File: src/rtl/gc_ref_pkg.sv
// Shared types and defaults for the gain-cell refresh arbiter.
// The state enum, default geometry and statistics counter width live here.
package gc_ref_pkg;

    typedef enum logic [1:0] {
        IDLE   = 2'd0,
        REF_RD = 2'd1,
        REF_WR = 2'd2
    } ref_state_e;

    localparam int unsigned ROWS_DEF        = 64;
    localparam int unsigned MAX_PENDING_DEF = 4;
    localparam int unsigned URGENT_TH_DEF   = 2;
    localparam int unsigned STAT_W          = 16;

endpackage

File: src/rtl/ref_row_counter.sv
// Refresh row pointer: advances once per restored row and pulses o_wrap on the
// last row of a sweep. It holds its value whenever i_en is low.
module ref_row_counter #(
    parameter int unsigned ROWS   = 64,
    parameter int unsigned ADDR_W = $clog2(ROWS)
) (
    input  logic              clk,
    input  logic              rst,
    input  logic              i_en,
    output logic [ADDR_W-1:0] o_row,
    output logic              o_wrap
);

    localparam logic [ADDR_W-1:0] LP_LAST = ADDR_W'(ROWS - 1);

    logic [ADDR_W-1:0] r_row;

    always_ff @(posedge clk) begin
        if (rst) begin
            r_row <= '0;
        end else if (i_en) begin
            r_row <= (r_row == LP_LAST) ? '0 : r_row + ADDR_W'(1);
        end
    end

    assign o_row  = r_row;
    assign o_wrap = i_en && (r_row == LP_LAST);

endmodule

File: src/rtl/gc_refresh_arbiter.sv
// Arbitrates the single gain-cell array port between host accesses and row-by-row
// refresh sweeps. Optional statistics ports are built when GC_REF_STATS_EN is defined.
module gc_refresh_arbiter
    import gc_ref_pkg::*;
#(
    parameter int unsigned ROWS        = ROWS_DEF,
    parameter int unsigned DATA_W      = 32,
    parameter int unsigned MAX_PENDING = MAX_PENDING_DEF,
    parameter int unsigned URGENT_TH   = URGENT_TH_DEF,
    parameter int unsigned ADDR_W      = $clog2(ROWS),
    parameter int unsigned PEND_W      = $clog2(MAX_PENDING + 1)
) (
    input  logic              clk,
    input  logic              rst,
    input  logic              ref_tick,
    input  logic              disable_ref,
    input  logic              host_req,
    input  logic              host_we,
    input  logic [ADDR_W-1:0] host_addr,
    input  logic [DATA_W-1:0] host_wdata,
    output logic              host_gnt,
    output logic              host_rvalid,
    output logic [DATA_W-1:0] host_rdata,
    output logic              mem_en,
    output logic              mem_we,
    output logic [ADDR_W-1:0] mem_addr,
    output logic [DATA_W-1:0] mem_wdata,
    input  logic [DATA_W-1:0] mem_rdata,
    output logic              ref_busy,
    output logic [PEND_W-1:0] pend_cnt,
    output logic              overflow
`ifdef GC_REF_STATS_EN
    ,
    output logic [STAT_W-1:0] sweep_done_cnt,
    output logic [STAT_W-1:0] urgent_stall_cnt
`endif
);

    localparam logic [PEND_W-1:0] LP_MAX = PEND_W'(MAX_PENDING);
    localparam logic [PEND_W-1:0] LP_URG = PEND_W'(URGENT_TH);

    ref_state_e        r_state;
    ref_state_e        w_state_nxt;
    logic [PEND_W-1:0] r_pend;
    logic              r_ovf;
    logic              r_rvalid;
    logic [ADDR_W-1:0] w_row;
    logic              w_row_en;
    logic              w_wrap;
    logic              w_refresh_sel;
    logic              w_tick_acc;
    logic              w_gnt;

    ref_row_counter #(
        .ROWS   (ROWS),
        .ADDR_W (ADDR_W)
    ) u_row_cnt (
        .clk    (clk),
        .rst    (rst),
        .i_en   (w_row_en),
        .o_row  (w_row),
        .o_wrap (w_wrap)
    );

    assign w_refresh_sel = (r_state == IDLE) && (r_pend != '0) && !disable_ref &&
                           ((r_pend >= LP_URG) || !host_req);

    // Outputs are forced low while rst is held, before the state register clears.
    always_comb begin
        w_state_nxt = r_state;
        w_gnt       = 1'b0;
        w_row_en    = 1'b0;
        mem_en      = 1'b0;
        mem_we      = 1'b0;
        mem_addr    = '0;
        mem_wdata   = '0;
        if (!rst) begin
            unique case (r_state)
                IDLE: begin
                    if (w_refresh_sel) begin
                        w_state_nxt = REF_RD;
                    end else if (host_req) begin
                        w_gnt     = 1'b1;
                        mem_en    = 1'b1;
                        mem_we    = host_we;
                        mem_addr  = host_addr;
                        mem_wdata = host_wdata;
                    end
                end
                REF_RD: begin
                    mem_en      = 1'b1;
                    mem_addr    = w_row;
                    w_state_nxt = REF_WR;
                end
                REF_WR: begin
                    // Write-back always completes, even under disable_ref.
                    mem_en      = 1'b1;
                    mem_we      = 1'b1;
                    mem_addr    = w_row;
                    mem_wdata   = mem_rdata;
                    w_row_en    = 1'b1;
                    w_state_nxt = IDLE;
                end
                default: w_state_nxt = IDLE;
            endcase
        end
    end

    always_ff @(posedge clk) begin
        if (rst) begin
            r_state <= IDLE;
        end else begin
            r_state <= w_state_nxt;
        end
    end

    assign w_tick_acc = ref_tick && !disable_ref;

    // A tick landing on a sweep completion reuses the freed slot: no change, no overflow.
    always_ff @(posedge clk) begin
        if (rst) begin
            r_pend <= '0;
            r_ovf  <= 1'b0;
        end else if (w_tick_acc && !w_wrap) begin
            if (r_pend < LP_MAX) begin
                r_pend <= r_pend + PEND_W'(1);
            end else begin
                r_ovf <= 1'b1;
            end
        end else if (!w_tick_acc && w_wrap) begin
            r_pend <= r_pend - PEND_W'(1);
        end
    end

    always_ff @(posedge clk) begin
        if (rst) begin
            r_rvalid <= 1'b0;
        end else begin
            r_rvalid <= w_gnt && !host_we;
        end
    end

    assign host_gnt    = w_gnt;
    assign host_rvalid = r_rvalid;
    assign host_rdata  = mem_rdata;
    assign ref_busy    = (w_row != '0) || (r_state != IDLE);
    assign pend_cnt    = r_pend;
    assign overflow    = r_ovf;

`ifdef GC_REF_STATS_EN
    logic [STAT_W-1:0] r_sweep_cnt;
    logic [STAT_W-1:0] r_stall_cnt;

    always_ff @(posedge clk) begin
        if (rst) begin
            r_sweep_cnt <= '0;
            r_stall_cnt <= '0;
        end else begin
            if (w_wrap && (r_sweep_cnt != '1)) begin
                r_sweep_cnt <= r_sweep_cnt + STAT_W'(1);
            end
            if (host_req && w_refresh_sel && (r_pend >= LP_URG) && (r_stall_cnt != '1)) begin
                r_stall_cnt <= r_stall_cnt + STAT_W'(1);
            end
        end
    end

    assign sweep_done_cnt   = r_sweep_cnt;
    assign urgent_stall_cnt = r_stall_cnt;
`endif

endmodule
File: config.mk
export PLATFORM = sky130hd
export DESIGN_NAME = gc_refresh_arbiter
export DESIGN_NICKNAME = d
export VERILOG_FILES = /design/src/rtl/gc_ref_pkg.sv /design/src/rtl/ref_row_counter.sv /design/src/rtl/gc_refresh_arbiter.sv
export SDC_FILE = /design/constraint.sdc
export NUM_CORES = 1
export LEC_CHECK = 0
export CORE_AREA = 2 2 73 89
export DETAILED_ROUTE_END_ITERATION = 8
export DIE_AREA = 0 0 75 91
export PLACE_DENSITY = 0.82
export SYNTH_ARGS = -nofsm -noshare
export SYNTH_HDL_FRONTEND = slang
export SYNTH_SLANG_ARGS = --single-unit
File: constraint.sdc
create_clock -name clk -period 2 [get_ports clk]
set_input_delay 0.3 -clock clk [delete_from_list [all_inputs] [get_ports clk]]
set_output_delay 0.3 -clock clk [all_outputs]
set_load 0.005 [all_outputs]
* After elaboration in Yosys (flattened, before gate mapping)
Cells that the tools add are included.
Widths: inputs -> output; s select.
** Word-level totals
- Output and inout bits :: 79
- Input port bits :: 76
- Flip-flop bits (word level) :: 13
** Operators by class
- Reduce and logical (&&, ||, !) cells :: 23
- Eq/ne operators :: 5
- Bitwise gates (word level) :: 1
- Add/sub/neg operators :: 3
- Magnitude comparators :: 2
- Multiplexer cells :: 26
** Operator list (count)
- $mux 32 :: 3
- $pmux 32 s2 :: 1
- $mux 6 :: 4
- $pmux 6 s2 :: 1
- $mux 1 :: 10
- $mux 3 :: 3
- $logic_and 1x1->1 :: 8
- $add 6x1->6 const B :: 1
- $eq 6x6->1 const B :: 1
- $reduce_bool 6->1 :: 1
- $logic_not 1->1 :: 5
- $pmux 1 s2 :: 2
- $pmux 2 s2 :: 1
- $reduce_and 2->1 :: 2
- $reduce_bool 2->1 :: 2
- $add 3x1->3 const B :: 1
- $ge 3x2->1 const B :: 1
- $lt 3x3->1 const B :: 1
- $reduce_bool 3->1 :: 1
- $sub 3x1->3 const B :: 1
- $eq 2x1->1 const B :: 1
- $eq 2x2->1 const B :: 1
- $logic_not 2->1 :: 1
- $logic_or 1x1->1 :: 2
- other kinds (5) :: 5

* Logic depth before layout (Yosys ltp)
Gate-level depths: netlist of the first run.
- Word-level depth :: 8
- Mapped depth :: 10
- Depth with buffers taken out :: 10

* Hierarchy
Synthesis of the first run repeated with hierarchy kept, for this count alone.
** Second synthesis, totals
- Cell total of the unflattened synthesis :: 261
- Area total of the unflattened synthesis :: 1820.5 µm²
** By module, submodules not included
- gc_refresh_arbiter :: sequential area each 140.1 µm², area each 1564.0 µm², cells each 235, instances 1
- ref_row_counter :: sequential area each 120.1 µm², area each 256.5 µm², cells each 26, instances 1

* Worst setup path before layout of the first run
Ideal clock, no wire load.
- Kind :: register to register
- Start point :: register r_state[0]
- End point :: register r_pend[1], in the netlist pend_cnt[1]
- Path buffers :: 0
- Period minus slack after synthesis :: 2.043 ns
- Arrival time :: 1.918 ns
- Cell stages (with the launch flop) :: 10
- Setup time :: 0.125 ns
- Path slack :: -0.043 ns
- Cell sequence :: dfxtp_1 -> inv_1 -> ha_1 -> and4_1 -> nand2_2 -> o21ai_2 -> fa_1 -> and3b_1 -> o21ai_0 -> nand3_1
** On the way
- Word-level cells in the longest chain between the ends :: 8
** Ends and longest elaborated chain
- start: declaration :: line gc_refresh_arbiter.sv:42 : ref_state_e r_state;
- start signal: assignment :: line gc_refresh_arbiter.sv:113 : r_state <= w_state_nxt;
- $eq 2x2->1 (*) :: line gc_refresh_arbiter.sv:78 : unique case (r_state)
- $mux 1 (*) :: line gc_refresh_arbiter.sv:78
- $mux 1 (*) :: line gc_refresh_arbiter.sv:77 : if (!rst) begin
- $logic_and 1x1->1 (*) :: line ref_row_counter.sv:27 : assign o_wrap = i_en && (r_row == LP_LAST);
- $logic_not 1->1 :: line gc_refresh_arbiter.sv:124 : end else if (w_tick_acc && !w_wrap) begin
- $logic_and 1x1->1 :: line gc_refresh_arbiter.sv:124
- $ne 2x1->1 (no source line) / $reduce_bool 2->1 (equally long branches)
- $reduce_and 2->1 (no source line)
- end signal: assignment :: line gc_refresh_arbiter.sv:126 : r_pend <= r_pend + PEND_W'(1);
- end signal: assignment :: line gc_refresh_arbiter.sv:131 : r_pend <= r_pend - PEND_W'(1);
- end: declaration :: line gc_refresh_arbiter.sv:44 : logic [PEND_W-1:0] r_pend;
Mark *: on every way between the ends. The rest lies on a longest branch, timed or not.
A chain may end at the register's enable or synchronous reset.

* Final worst setup path of the first run
Same ends and word-level chain as after synthesis.

==> results of run 1 <==
==> critical path, stage by stage (launching register included) <==
cell	delay (ps)
dfxtp_2	330
inv_4	80
ha_4	160
and4_4	240
nand2_4	70
o21ai_4	180
fa_1	450
and3b_1	210
o21ai_2	110
nand3_1	70
==> cell usage in the layout (no fill, tap or decap), types with 3 or more instances in the layout <==
master / n
a22oi_1: 5
a21oi_1: 5
nand2b_1: 8
nand2_1: 4
nor2b_1: 4
nor2_2: 5
nand3_1: 4
nor3b_1: 4
clkbuf_2: 25
a22oi_2: 33
nor3_1: 3
nor2_1: 45
o21ai_0: 4
buf_12: 7
clkbuf_8: 3
xnor2_1: 4
buf_2: 12
ha_1: 6
inv_1: 3
buf_4: 33
dfxtp_1: 11
dlygate4sd2_1: 6
clkdlybuf4s50_1: 110
==> final timing paths <==
path,slack (ps),cells past startpoint,to
worst max-delay path,-9,9,pend_cnt[1]
worst min-delay path,510,2,overflow
worst max register to register,-9,9,pend_cnt[1]
worst min register to register,510,2,overflow
==> metal layers <==
layer	GRT usage	up-vias	wire length (microns)
li1	-	1071	-
met1	0.260	1007	2820
met2	0.338	123	3570
met3	0.0555	13	743
met4	0.0655	0	136
met5	0	-	0
==> repair_timing <==
action,in CTS,in global routing
setup endpoints to repair,42,39
buffers inserted,5,7
cloned,3,0
resized for setup,140,47
pin swaps,9,14
==> per-stage QoR <==
| step | total power, mW | utilization | std cells |
|---|---|---|---|
| final | 2.50 | 0.596 | 463 |
| after global routing | 2.66 | 0.596 | 463 |
| after CTS | 2.44 | 0.606 | 456 |
| after detailed placement | 1.85 | 0.546 | 444 |
| after global placement | 1.82 | 0.546 | 444 |
| after floorplan | 1.02 | - | 224 |
==> cells by family after synthesis <==
family	count (synthesis)	share of synthesized area
buf+inv	52	0.217
simple gates	91	0.275
mux	2	0.0122
compound gates	52	0.237
xor+xnor	5	0.0267
fa+ha+maj	9	0.0732
flops	13	0.159
==> flip-flops by register name, summed over array words and instances (netlist names) <==
| signal | count |
|---|---|
| pend_cnt | 3 |
| u_row_cnt.o_row | 6 |
| overflow | 1 |
| host_rvalid | 1 |
| r_state | 2 |
==> power by group through the flow <==
stage	clock (mW)	sequential [mW]	combinational, mW
detailed placement	0	0.312	1.54
floorplan	0	0.320	0.702
CTS	0.258	0.318	1.87
global placement	0	0.310	1.51
global route	0.280	0.321	2.06
finish	0.255	0.318	1.92
==> final cells by class <==
cell class | instances | area, sq um | area share
inverter | 5 | 21.3 | 0.00602
multi-input combinational | 160 | 1260 | 0.357
clock buffer | 4 | 45.0 | 0.0127
tap | 82 | 103 | 0.0290
timing repair buffer | 199 | 1840 | 0.520
sequential | 13 | 265 | 0.0750
==> reports/results.ini, run 1 <==
[sta]
fin_crit_ps=2010
hold_ws_ps=509
tightest_slew_ps=343
setup_violations=1
skew_ps=2.47
rsz0062_at_grt=true
period_share=1.00
max_freq_mhz=498
setup-tns-final_ps=-9.30
hold_violations=0
finalWorstSetupSlack_ps=-9.30
drv_slew=0
relSlewSlack=0.771

[drt]
ant_nets=0
wl_microns=7260
drt_iter0_drc=95
avgViaCountPerCell=4.78
drcViolationCount=0
wl_per_cell_microns=15.7
dr.pass1.iters=4
route.vias.total=2214

[critical_path]
worst_ep_required_time_ps=2140
crit_type=flop to flop
end_kind=flop
worstPathMaxFanout=5
startpoint=r_state[0]
r2r_start=r_state[0]
worstPathArrival_ps=2150
startpoint_type=flop

[cts]
cts_hold_buf=0
ctsRootBufferMaster=clkbuf_8
cts_tree=built
cts.path.max_buffers=2
clk_latency_ps=260
cts_buffers=3
h-tree-depth=1
clkSlewWorstSetupHoldPaths_ps=60
cts_sinks=13

[pwr]
pwr-share-seq=0.127
p_leak_nw=1.46
max-vdd-ir-drop_mv=0.442
p_sw_frac=0.388
p_int_mw=1.53
p_comb_frac=0.771
p_clk_frac=0.102
p_sw_mw=0.967
p_per_area_nw_per_um2=706

[grt]
grt_overflow=0
grt_pass1_vias=2171
grt_antenna_before_repair=0
grt_usage=0.208
grt_max_degree=19
grt_pass1_wl_microns=10800

[synth]
yosys_warnings=0
synth_top_cell_area_share=0.160
synth_edf_count=0
ys_seq_elements=13
async_flop_share=0
avgSynthCellArea_sq_um=7.33
ys.flop_type=dfxtp_1
synth-seq-area-share=0.159
synth.top_cells.by_count=nor2_1, a22oi_1, buf_4, dfxtp_1
yosysTopAreaCell=a22oi_1
yosys-top-cells-area=a22oi_1, dfxtp_1, buf_4, nor2_1, ha_1
synth_cells=224
netlist_area_sq_um=1640
yosysUniqueCellTypes=37
yosysMostFrequentCell=nor2_1
synthesis.nets=309

[floorplanning]
fp.dieW_microns=75
initial_core_util=0.277
core_area_sq_um=5930
die-area_sq_um=6830
die_h_microns=91
rows=31
io_pins=155

[run_status]
outcome=complete, but fails checks
violations=negative setup slack

[final_layout]
synthToLayoutAreaGrowth_pct=115
fin_area_sq_um=3530
fillers=503
final_nets=467
diodes=0
drive_gt1_frac=0.367

[placed_design]
port_buffers=154
dp_hpwl_microns=5390
dp_slack_ps=-336
placed_cell_area_sq_um=3240
place_congestion=0.890

[worst_hold_path]
hold_start=overflow
holdCritPathClass=flop to flop

[flow_run]
cap_violations=0

No activity file was read; power rests on OpenSTA's default activity.
==> run 2: changes to the inputs <==
--- a/config.mk
+++ b/config.mk
@@ -5,6 +5,7 @@
 export SDC_FILE = /design/constraint.sdc
 export NUM_CORES = 1
 export LEC_CHECK = 0
+export CAP_MARGIN = 20
 export CORE_AREA = 2 2 73 89
 export DETAILED_ROUTE_END_ITERATION = 8
 export DIE_AREA = 0 0 75 91
==> results of run 2 <==
The final DEF is identical to that of run 1; final timing and power are the same.
==> run 3: changes to the inputs <==
--- a/config.mk
+++ b/config.mk
@@ -7,8 +7,10 @@
 export LEC_CHECK = 0
 export CAP_MARGIN = 20
 export CORE_AREA = 2 2 73 89
+export CTS_CLUSTER_SIZE = 30
 export DETAILED_ROUTE_END_ITERATION = 8
 export DIE_AREA = 0 0 75 91
+export GPL_ROUTABILITY_DRIVEN = 0
 export PLACE_DENSITY = 0.82
 export SYNTH_ARGS = -nofsm -noshare
 export SYNTH_HDL_FRONTEND = slang
==> results of run 3 <==
The final DEF is identical to that of run 1; final timing and power are the same.
